<file path="config.mk">
export PLATFORM = sky130hd
export DESIGN_NAME = pulse_meter
export DESIGN_NICKNAME = d
export VERILOG_FILES = /design/src/rtl/pulse_meter.sv
export SDC_FILE = /design/constraint.sdc
export NUM_CORES = 1
export LEC_CHECK = 0
export ABC_AREA = 1
export CAP_MARGIN = 15
export CORE_MARGIN = 10
export CORE_UTILIZATION = 60
export DETAILED_ROUTE_END_ITERATION = 10
export PLACE_DENSITY = 0.92
export SKIP_LAST_GASP = 1
export SYNTH_ARGS = -nofsm -noshare
export SYNTH_HDL_FRONTEND = slang
export SYNTH_SLANG_ARGS = --single-unit
</file>
<file path="constraint.sdc">
create_clock -name clock -period 3.2 [get_ports clock]
set_input_delay 0.8 -clock clock [delete_from_list [all_inputs] [get_ports clock]]
set_output_delay 0.8 -clock clock [all_outputs]
set_load 0.005 [all_outputs]
</file>
<file path="src/rtl/pulse_meter.sv">
// Pulse-train receiver: synchronizes an asynchronous input, groups pulses into
// idle-terminated bursts, and reports count, last width and last period.
module pulse_meter #(
  parameter int CW           = 8,
  parameter int IDLE_TIMEOUT = 16
) (
  input  logic          clock,
  input  logic          reset_n,
  input  logic          signal,
  input  logic          enable,
  output logic [CW-1:0] count,
  output logic [CW-1:0] high_width,
  output logic [CW-1:0] period,
  output logic          done,
  output logic          busy,
  output logic          overflow
);

  typedef enum logic [1:0] {IDLE, HIGH, LOW} state_t;

  localparam logic [CW-1:0] ONE     = CW'(1);
  localparam logic [CW-1:0] MAX     = '1;
  localparam logic [CW-1:0] TIMEOUT = CW'(IDLE_TIMEOUT);

  state_t        state, state_next;
  logic          s1, s2, s3;
  logic          rise, fall;
  logic [CW-1:0] pcnt, pcnt_next;
  logic [CW-1:0] wcnt, wcnt_next;
  logic [CW-1:0] prd_cnt, prd_next;
  logic [CW-1:0] last_prd, last_next;
  logic [CW-1:0] idle_cnt, idle_next;
  logic          sat, sat_next;
  logic          finish;

  function automatic logic [CW-1:0] sat_inc(input logic [CW-1:0] v);
    return (v == MAX) ? v : v + ONE;
  endfunction

  always_ff @(posedge clock or negedge reset_n) begin
    if (!reset_n) begin
      s1 <= 1'b0;
      s2 <= 1'b0;
      s3 <= 1'b0;
    end else begin
      s1 <= signal;
      s2 <= s1;
      s3 <= s2;
    end
  end

  assign rise = s2 & ~s3;
  assign fall = ~s2 & s3;
  assign busy = (state != IDLE);

  always_ff @(posedge clock or negedge reset_n) begin
    if (!reset_n) begin
      state    <= IDLE;
      pcnt     <= '0;
      wcnt     <= '0;
      prd_cnt  <= '0;
      last_prd <= '0;
      idle_cnt <= '0;
      sat      <= 1'b0;
    end else begin
      state    <= state_next;
      pcnt     <= pcnt_next;
      wcnt     <= wcnt_next;
      prd_cnt  <= prd_next;
      last_prd <= last_next;
      idle_cnt <= idle_next;
      sat      <= sat_next;
    end
  end

  always_comb begin
    state_next = state;
    pcnt_next  = pcnt;
    wcnt_next  = wcnt;
    prd_next   = prd_cnt;
    last_next  = last_prd;
    idle_next  = idle_cnt;
    sat_next   = sat;
    finish     = 1'b0;
    if (!enable) begin
      state_next = IDLE;
      pcnt_next  = '0;
      wcnt_next  = '0;
      prd_next   = '0;
      last_next  = '0;
      idle_next  = '0;
      sat_next   = 1'b0;
    end else begin
      case (state)
        IDLE: begin
          if (rise) begin
            state_next = HIGH;
            pcnt_next  = ONE;
            wcnt_next  = ONE;
            prd_next   = ONE;
            last_next  = '0;
            idle_next  = '0;
            sat_next   = 1'b0;
          end
        end
        HIGH: begin
          // The period keeps running on the falling cycle; the width does not,
          // so a pulse seen on W edges reports exactly W.
          prd_next = sat_inc(prd_cnt);
          if (prd_cnt == MAX) sat_next = 1'b1;
          if (fall) begin
            state_next = LOW;
            idle_next  = ONE;
          end else begin
            wcnt_next = sat_inc(wcnt);
            if (wcnt == MAX) sat_next = 1'b1;
          end
        end
        LOW: begin
          if (rise) begin
            state_next = HIGH;
            last_next  = prd_cnt;
            prd_next   = ONE;
            wcnt_next  = ONE;
            pcnt_next  = sat_inc(pcnt);
            if (pcnt == MAX) sat_next = 1'b1;
          end else begin
            prd_next  = sat_inc(prd_cnt);
            idle_next = sat_inc(idle_cnt);
            if (prd_cnt == MAX) sat_next = 1'b1;
            if (idle_cnt == TIMEOUT) begin
              state_next = IDLE;
              finish     = 1'b1;
            end
          end
        end
        default: state_next = IDLE;
      endcase
    end
  end

  always_ff @(posedge clock or negedge reset_n) begin
    if (!reset_n) begin
      done       <= 1'b0;
      count      <= '0;
      high_width <= '0;
      period     <= '0;
      overflow   <= 1'b0;
    end else begin
      done <= finish;
      if (finish) begin
        count      <= pcnt;
        high_width <= wcnt;
        period     <= last_prd;
        overflow   <= sat;
      end
    end
  end

endmodule

</file>
==> flow_summary.toml, run 1 <==
[status]
outcome = "complete, no violations"

[route]
vias_per_cell = 5.529
first_pass_iters = 5
ant_nets = 0
wirelength_um = 8158
num_vias = 3356
drcViolationCount = 0
detail_route.wl_per_cell_um = 13.44
drt_iter0_markers = 254

[yosys]
synth_nets = 508
synthDistinctLibCells = 32
yosys_warnings = 0
ys_seq_area_share_pct = 48.03
yosysTopAreaCellShare_pct = 48.03
synth.avg_cell_area_sq_um = 7.593
yosysTopAreaCell = "dfrtp_1"
synth_seq_cells = 72
netlist_instances = 494
synth.area.top_cells = "dfrtp_1 (48%), nand2_1 (15%), o21ai_0 (6.5%)"
netlist_area_sq_um = 3751

[global_routing]
grt_pass1_wl_um = 14280
grt_max_degree = 50
antenna_found_initial = 0
grt_pass1_vias = 3130
grt_overflow_total = 0
grt_use_total_pct = 17.15

[critical_path]
crit_arrival_ns = 1.78
path_delay_family = "buffers and inverters"
cp.buffers_inverters = 3
critical_path_class = "reg -> out"
crit_path_start = "state[0]"
start_kind = "flop"
slowest_delay_ns = 0.51
required_ns = 2.40
crit_path_end = "busy"
end_kind = "primary output"
slowest_stage = "clkdlybuf4s50_1"
cpMostUsedCell = "inv_1"
path_cells = "inv_1 -> ha_1 -> inv_1 -> clkdlybuf4s50_1"
cp_num_cells = 4
timing.rr.end = "pcnt[5]"
rr_worst_depth = 9
regToRegStartpoint = "state[0]"
cp_max_fo = 6
r2r_slack_ns = 0.84

[place]
hpwl_um = 5813
routabilityCongestion = 0.9022
dp.cells = 591
place_area_sq_um = 4113
port_buffers = 30

[timing]
max_freq_mhz = 386.9
max_slew_margin_pct = 54.35
hold_violations = 0
rsz0062_at_grt = "false"
period_needed_ns = 2.585
tightest_slew_ns = 0.6846
setup_viol = 0
fin_setup_tns_ns = 0
final_max_slew_viol_count = 0
fin_crit_sh_pct = 80.77
skew_ns = 0.006790

[clock_network]
clkTransAtPathRegs_ns = 0.07
clockRootBuffer = "clkbuf_8"
clk_latency_ns = 0.35
cts-buffers-inserted = 9
cts_htree_levels = 3
cts_tree = "done"
cts_setup_buffers = 0
clockBufferDepth = 2
post_cts_resized = 0
clkSinkCount = 72
cts_hold_buf = 0

[power_and_ir_drop]
power_density_nw_per_um2 = 562.6
leakagePower_nw = 2.094
power_mw = 2.433
ir_drop_mv = 0.5323

[cells_and_area]
drive_gt1_share_pct = 6.955
antenna_cells = 0
final_nets = 541
syn2layout_area_growth_pct = 15.28
final_cell_area_sq_um = 4324
final_cells = 607

[floorplan]
start_util_pct = 62.61
fp-row-count = 28
dieHeight_um = 99.07
fp.dieW_um = 99.07
dieArea_sq_um = 9815
coreArea_sq_um = 5991
num_io_pins = 31

[min_path]
hp-class = "reg -> reg"

[run]
cap_violations = 0
[sequential cells by signal (all words and copies together), names as in the netlist]
signal and flops:
count 8, high_width 8, idle_cnt 8, last_prd 8
pcnt 8, period 8, prd_cnt 8, wcnt 8
state 2, done 1, overflow 1, s1 1
s2 1, s3 1, sat 1
[how the worst min path moves through the flow]
stage / slack [ns] / end / from / cells after the start
after floorplan: 0.33 / s2 / s1 / 0
after global placement: 0.33 / s2 / s1 / 0
after detailed placement: 0.35 / s2 / s1 / 0
after CTS: 0.36 / s2 / s1 / 0
after global routing: 0.38 / s2 / s1 / 0
final: 0.36 / s2 / s1 / 0
[final cells by class]
cell class	count	area [sq um]
Clock inverter	6	83.83
Fill cell	440	1667
Timing Repair Buffer	33	330.3
Tap cell	75	93.84
Inverter	67	254.0
Sequential cell	72	1802
Clock buffer	10	127.6
Multi-Input combinational cell	344	1633
[power breakdown]
| group | total (mW) | internal (mW) | switching (mW) |
|---|---|---|---|
| logic | 0.635 | 0.184 | 0.450 |
| registers | 1.02 | 0.955 | 0.0637 |
| clock network | 0.780 | 0.436 | 0.344 |
[worst register-to-register path: stages (launching register included)]
cell and delay [ns]:
dfrtp_1 0.46, inv_1 0.12, ha_1 0.40, nor2_4 0.13, o21ai_2 0.58, nand2_2 0.23
inv_2 0.17, nand2_1 0.07, nand2_1 0.07, inv_1 0.03
[layer usage]
metal	track usage, %	wire (um)	vias to the layer above
li1	-	-	1634
met1	21.70	3499	1565
met2	27.76	3864	136
met3	3.561	623	21
met4	7.166	171	0
met5	0	0	-
[cell families (layout without fill, tap and decap cells)]
| group | Yosys count | in the layout | synth area share, % |
|---|---|---|---|
| and+or+nand+nor | 258 | 258 | 29.39 |
| AOI/OAI and AO/OA | 74 | 74 | 10.34 |
| adders and majority gates | 10 | 10 | 3.336 |
| buffers and inverters | 78 | 116 | 8.439 |
| xor gates and xnor gates | 2 | 2 | 0.4671 |
| DFF | 72 | 72 | 48.03 |
[metrics by stage]
stage	utilization, %	setup slack, ns	hold slack (ns)
floorplan	-	1.521	0.3312
CTS	72.18	0.6137	0.3622
detailed placement	68.65	0.7123	0.3458
finish	72.18	0.6153	0.3576
global route	72.18	0.5047	0.3786
global placement	68.65	0.7256	0.3345
[cell usage after synthesis]
library cell,instances
nand2_1,146
dfrtp_1,72
inv_1,63
o21ai_0,49
nand3_1,44
nor2_1,41
ha_1,10
a21oi_1,9
o21ai_1,9
nand4_1,7
clkbuf_1,6
nand2_2,5
nor3_1,5
inv_2,3
buf_2,2
buf_6,2
nand2_4,2
nand3b_1,2
nor2_2,2
or2_2,2
xor2_1,2
a211oi_1,1
a21oi_2,1
a31oi_1,1
buf_4,1
inv_4,1
nor2_4,1
o211ai_1,1
o21ai_2,1
o21bai_1,1
o22ai_1,1
or2_0,1
[cells in the final DEF (no fill, tap or decap), types with 2 or more instances in the layout]
cell type / synthesis / layout
clkdlybuf4s50_1: 0 / 29
o21ai_0: 49 / 49
clkinv_2: 0 / 3
nand3_1: 44 / 44
o21ai_1: 9 / 9
nand2_4: 2 / 2
inv_1: 63 / 63
nand3b_1: 2 / 2
bufinv_16: 0 / 2
nor2_1: 41 / 41
nor2_2: 2 / 2
buf_4: 1 / 2
dfrtp_1: 72 / 72
or2_2: 2 / 2
clkbuf_8: 0 / 9
inv_2: 3 / 3
nand2_2: 5 / 5
nand2_1: 146 / 146
a21oi_1: 9 / 9
ha_1: 10 / 10
nand4_1: 7 / 7
nor3_1: 5 / 5
xor2_1: 2 / 2
No activity file was read; power rests on OpenSTA's default activity.
==> inputs of run 2 (changes only) <==
CORE_UTILIZATION = 58   (was 60)
PLACE_DENSITY = 0.9   (was 0.92)
clock period = 2.55 ns   (was 3.2 ns; I/O delays follow)
==> run 2 against run 1 <==
Clock skew shrank 0.0016 ns. Global-route usage barely moved. Register-to-register slack lost 0.50 ns. Cell count increased by 0.66%. Worst setup slack got worse by 0.44 ns. Sequential share of layout area shrank 0.24 points. Sequential cell count is the same. Critical path type unchanged.
==> flow_summary.toml, run 2 (same netlist as run 1, synthesis figures left out) <==
[critical_path]
r2r_slack_ns = 0.34
required_ns = 1.91
rr_worst_depth = 8
timing.rr.end = "pcnt[1]"
regToRegStartpoint = "state[0]"
end_kind = "primary output"
start_kind = "flop"
crit_path_start = "state[0]"
crit_arrival_ns = 1.74
critical_path_class = "reg -> out"
cp_max_fo = 6
crit_path_end = "busy"

[clock_network]
clk_latency_ns = 0.35
clockRootBuffer = "clkbuf_8"
clockBufferDepth = 2
cts_setup_buffers = 0
post_cts_resized = 0
cts-buffers-inserted = 9
cts_hold_buf = 0
clkSinkCount = 72
cts_tree = "done"
clkTransAtPathRegs_ns = 0.08
cts_htree_levels = 3

[route]
ant_nets = 0
highest_layer = "met4"
drcViolationCount = 0
num_vias = 3315
route.met2.wl_um = 3840
wirelength_um = 8348
detail_route.wl_per_cell_um = 13.66
drt_iter0_markers = 203
first_pass_iters = 4
wl_met1_um = 3708
wl_met3_um = 609
vias_per_cell = 5.426

[timing]
hold_violations = 0
tightest_slew_ns = 0.7068
final_max_slew_viol_count = 0
max_freq_mhz = 421.4
max_slew_margin_pct = 52.88
fin_setup_tns_ns = 0
period_needed_ns = 2.373
rsz0062_at_grt = "false"
setup_viol = 0
skew_ns = 0.005182
fin_crit_sh_pct = 93.06

[cells_and_area]
fill_cells = 512
final_cell_area_sq_um = 4349
final_common_cell = "nand2_1"
layout_common_cells = "nand2_1 (146), dfrtp_1 (72), inv_1 (63), o21ai_0 (49), nand3_1 (44)"
final_nets = 543
final_cells = 611
drive_gt1_share_pct = 7.491
syn2layout_area_growth_pct = 15.94
antenna_cells = 0

[place]
dp.cells = 595
hpwl_um = 5987
port_buffers = 30
place_area_sq_um = 4130
routabilityCongestion = 0.9085

[floorplan]
start_util_pct = 59.41
dieArea_sq_um = 10080
fp-row-count = 29
fp.dieW_um = 100.4
coreArea_sq_um = 6314
num_io_pins = 31
dieHeight_um = 100.4

[global_routing]
antenna_found_initial = 0
grt_max_degree = 50
grt_pass1_vias = 3207
grt_pass1_wl_um = 14320
grt_use_total_pct = 17.14
grt_overflow_total = 0

[min_path]
hp-class = "in -> async"

[power_and_ir_drop]
leakagePower_nw = 2.104
power_density_nw_per_um2 = 707.4
ir_drop_mv = 0.5605

[status]
outcome = "complete, no violations"

[run]
cap_violations = 0
## run 2: worst min path at each step
stage	end	slack [ns]
global placement	s2	0.33
CTS	wcnt[0]	0.31
global route	wcnt[0]	0.32
finish	wcnt[0]	0.29
detailed placement	s2	0.35
floorplan	s2	0.33
## run 2: area by class of cell
type | count | area, sq um | area share, %
clock buffer | 9 | 123.9 | 2.848
tap | 77 | 96.34 | 2.215
clock inverter | 7 | 95.09 | 2.186
multi-input combinational | 344 | 1633 | 37.54
sequential | 72 | 1802 | 41.43
timing repair buffer | 35 | 345.3 | 7.940
inverter | 67 | 254.0 | 5.840
## run 2: through the flow
stage | power (mW) | utilization, % | hold slack [ns] | setup slack (ns)
after floorplan | 1.858 | - | 0.3312 | 0.8712
after global placement | 2.066 | 65.42 | 0.3339 | 0.2483
after detailed placement | 2.087 | 65.42 | 0.3457 | 0.2280
after CTS | 3.088 | 68.89 | 0.3087 | 0.1557
after global routing | 3.253 | 68.89 | 0.3234 | 0.07393
final | 3.077 | 68.89 | 0.2940 | 0.1771
## run 2: layer usage
metal | up-vias | GRT usage, %
met5 | - | 0
met4 | 0 | 7.065
met3 | 21 | 4.808
met2 | 119 | 26.95
met1 | 1537 | 21.67
li1 | 1638 | -
## run 2: report_power, final
group	switching [mW]	leakage, nW	internal, mW
clock	0.455	0.110	0.552
combinational	0.557	1.00	0.237
sequential	0.0771	0.991	1.20
## run 2: critical path, stage by stage (launching register included)
cell	delay [ns]
dfrtp_1	0.44
inv_1	0.09
ha_1	0.26
inv_1	0.10
clkdlybuf4s50_1	0.51
==> inputs of run 3 (changes only) <==
RECOVER_POWER = 25   (was unset)
==> run 3 against run 2 <==
First-iteration DRC count is the same. Design area shrank 0.37%. Critical path depth is the same. Register-to-register slack is essentially flat. Die area is the same. Total power is essentially flat. Clock skew is essentially flat. Cell count is the same. Critical path type unchanged. Largest power group unchanged. Highest routed layer unchanged.
==> flow_summary.toml, run 3 (same netlist as run 1, synthesis figures left out) <==
[status]
outcome = "complete, no violations"

[min_path]
hp-class = "reg -> reg"

[floorplan]
fp.dieW_um = 100.4
start_util_pct = 59.41
num_io_pins = 31
dieArea_sq_um = 10080
dieHeight_um = 100.4
coreArea_sq_um = 6314
fp-row-count = 29

[place]
hpwl_um = 5987
routabilityCongestion = 0.9085
dp.cells = 595
port_buffers = 30

[critical_path]
required_ns = 1.91
cp_max_fo = 6
end_kind = "primary output"
path_cells = "inv_1 -> ha_1 -> inv_1 -> clkdlybuf4s50_1"
slowest_stage = "clkdlybuf4s50_1"
cpMostUsedCell = "inv_1"
path_delay_family = "buffers and inverters"
start_kind = "flop"
critical_path_class = "reg -> out"
slowest_delay_ns = 0.51
crit_arrival_ns = 1.74
cp.buffers_inverters = 3

[cells_and_area]
fill_cells = 514
final_nets = 543
syn2layout_area_growth_pct = 15.51
final_cells = 611
antenna_cells = 0
drive_gt1_share_pct = 7.303
layout_common_cells = "nand2_1 (146), dfrtp_1 (72), inv_1 (63), o21ai_0 (49), nand3_1 (44)"
final_common_cell = "nand2_1"

[clock_network]
cts_tree = "done"
clkTransAtPathRegs_ns = 0.08
post_cts_resized = 0
cts-buffers-inserted = 9
cts_hold_buf = 0
clockBufferDepth = 2
clkSinkCount = 72
clockRootBuffer = "clkbuf_8"
cts_setup_buffers = 0
clk_latency_ns = 0.35
cts_htree_levels = 3

[route]
drt_iter0_markers = 203
first_pass_iters = 5
vias_per_cell = 5.419
wirelength_um = 8388
ant_nets = 0
detail_route.wl_per_cell_um = 13.73
drcViolationCount = 0
num_vias = 3311

[run]
cap_violations = 0

[global_routing]
grt_overflow_total = 0
antenna_found_initial = 0
grt_pass1_wl_um = 14320
grt_use_total_pct = 17.14
grt_pass1_vias = 3207
grt_max_degree = 50

[power_and_ir_drop]
power_mw = 3.078
power_density_nw_per_um2 = 710.4
leakagePower_nw = 2.096
ir_drop_mv = 0.5693

[timing]
setup_viol = 0
max_freq_mhz = 420.8
fin_crit_sh_pct = 93.18
period_needed_ns = 2.376
tightest_slew_ns = 1.390
max_slew_margin_pct = 7.322
fin_setup_tns_ns = 0
skew_ns = 0.004985
final_max_slew_viol_count = 0
rsz0062_at_grt = "false"
hold_violations = 0
==> run 3: cell types whose count changed in the layout (fill, tap and decap cells not counted), sizes merged <==
cell	before	now
buf	6	4
clkbuf	9	11
clkdlybuf4s50	29	28
dlygate4sd3	0	1
==> run 3: worst paths after layout <==
| kind | startpoint | end | slack (ns) | depth (start not counted) |
|---|---|---|---|---|
| max | state[0] | busy | 0.17 | 4 |
| min | s1 | s2 | 0.36 | 0 |
| max reg2reg | state[0] | pcnt[1] | 0.33 | 8 |
| min reg2reg | s1 | s2 | 0.36 | 0 |
| max in group asynchronous | reset_n | period[0] | 0.47 | 2 |
| min in group asynchronous | reset_n | wcnt[0] | 0.59 | 1 |
==> run 3: layout make-up <==
type                    instances  area, sq um  area share [%]
clock buffers                   9        123.9           2.859
clock inverters                 7        95.09           2.195
inverters                      67        254.0           5.862
multi-input cells             344         1633           37.68
flip-flops and latches         72         1802           41.58
well taps                      77        96.34           2.224
repair buffers                 35        329.1           7.595
==> run 3: per-stage QoR <==
stage	area, sq um	utilization, %	hold WS (ns)	setup WS, ns
4_1_cts	4349	68.89	0.3087	0.1557
3_3_place_gp	4130	65.42	0.3339	0.2483
2_1_floorplan	3751	-	0.3312	0.8712
3_5_place_dp	4130	65.42	0.3457	0.2280
6_report	4333	68.63	0.3601	0.1738
5_1_grt	4333	68.63	0.3669	0.07393
==> run 3: per-layer routing <==
layer | vias to the layer above | share of wire (%) | GRT usage [%]
li1 | 1638 | - | -
met1 | 1536 | 44 | 21.67
met2 | 118 | 46 | 26.95
met3 | 19 | 7.6 | 4.808
met4 | 0 | 2.1 | 7.065
met5 | - | 0 | 0
==> run 3: power breakdown <==
| group | switching, mW | total, mW | leakage (nW) | internal [mW] |
|---|---|---|---|---|
| clock | 0.458 | 1.01 | 0.110 | 0.552 |
| sequential | 0.0779 | 1.28 | 0.991 | 1.20 |
| combinational | 0.558 | 0.792 | 0.995 | 0.234 |
| total | 1.09 | 3.08 | 2.10 | 1.98 |
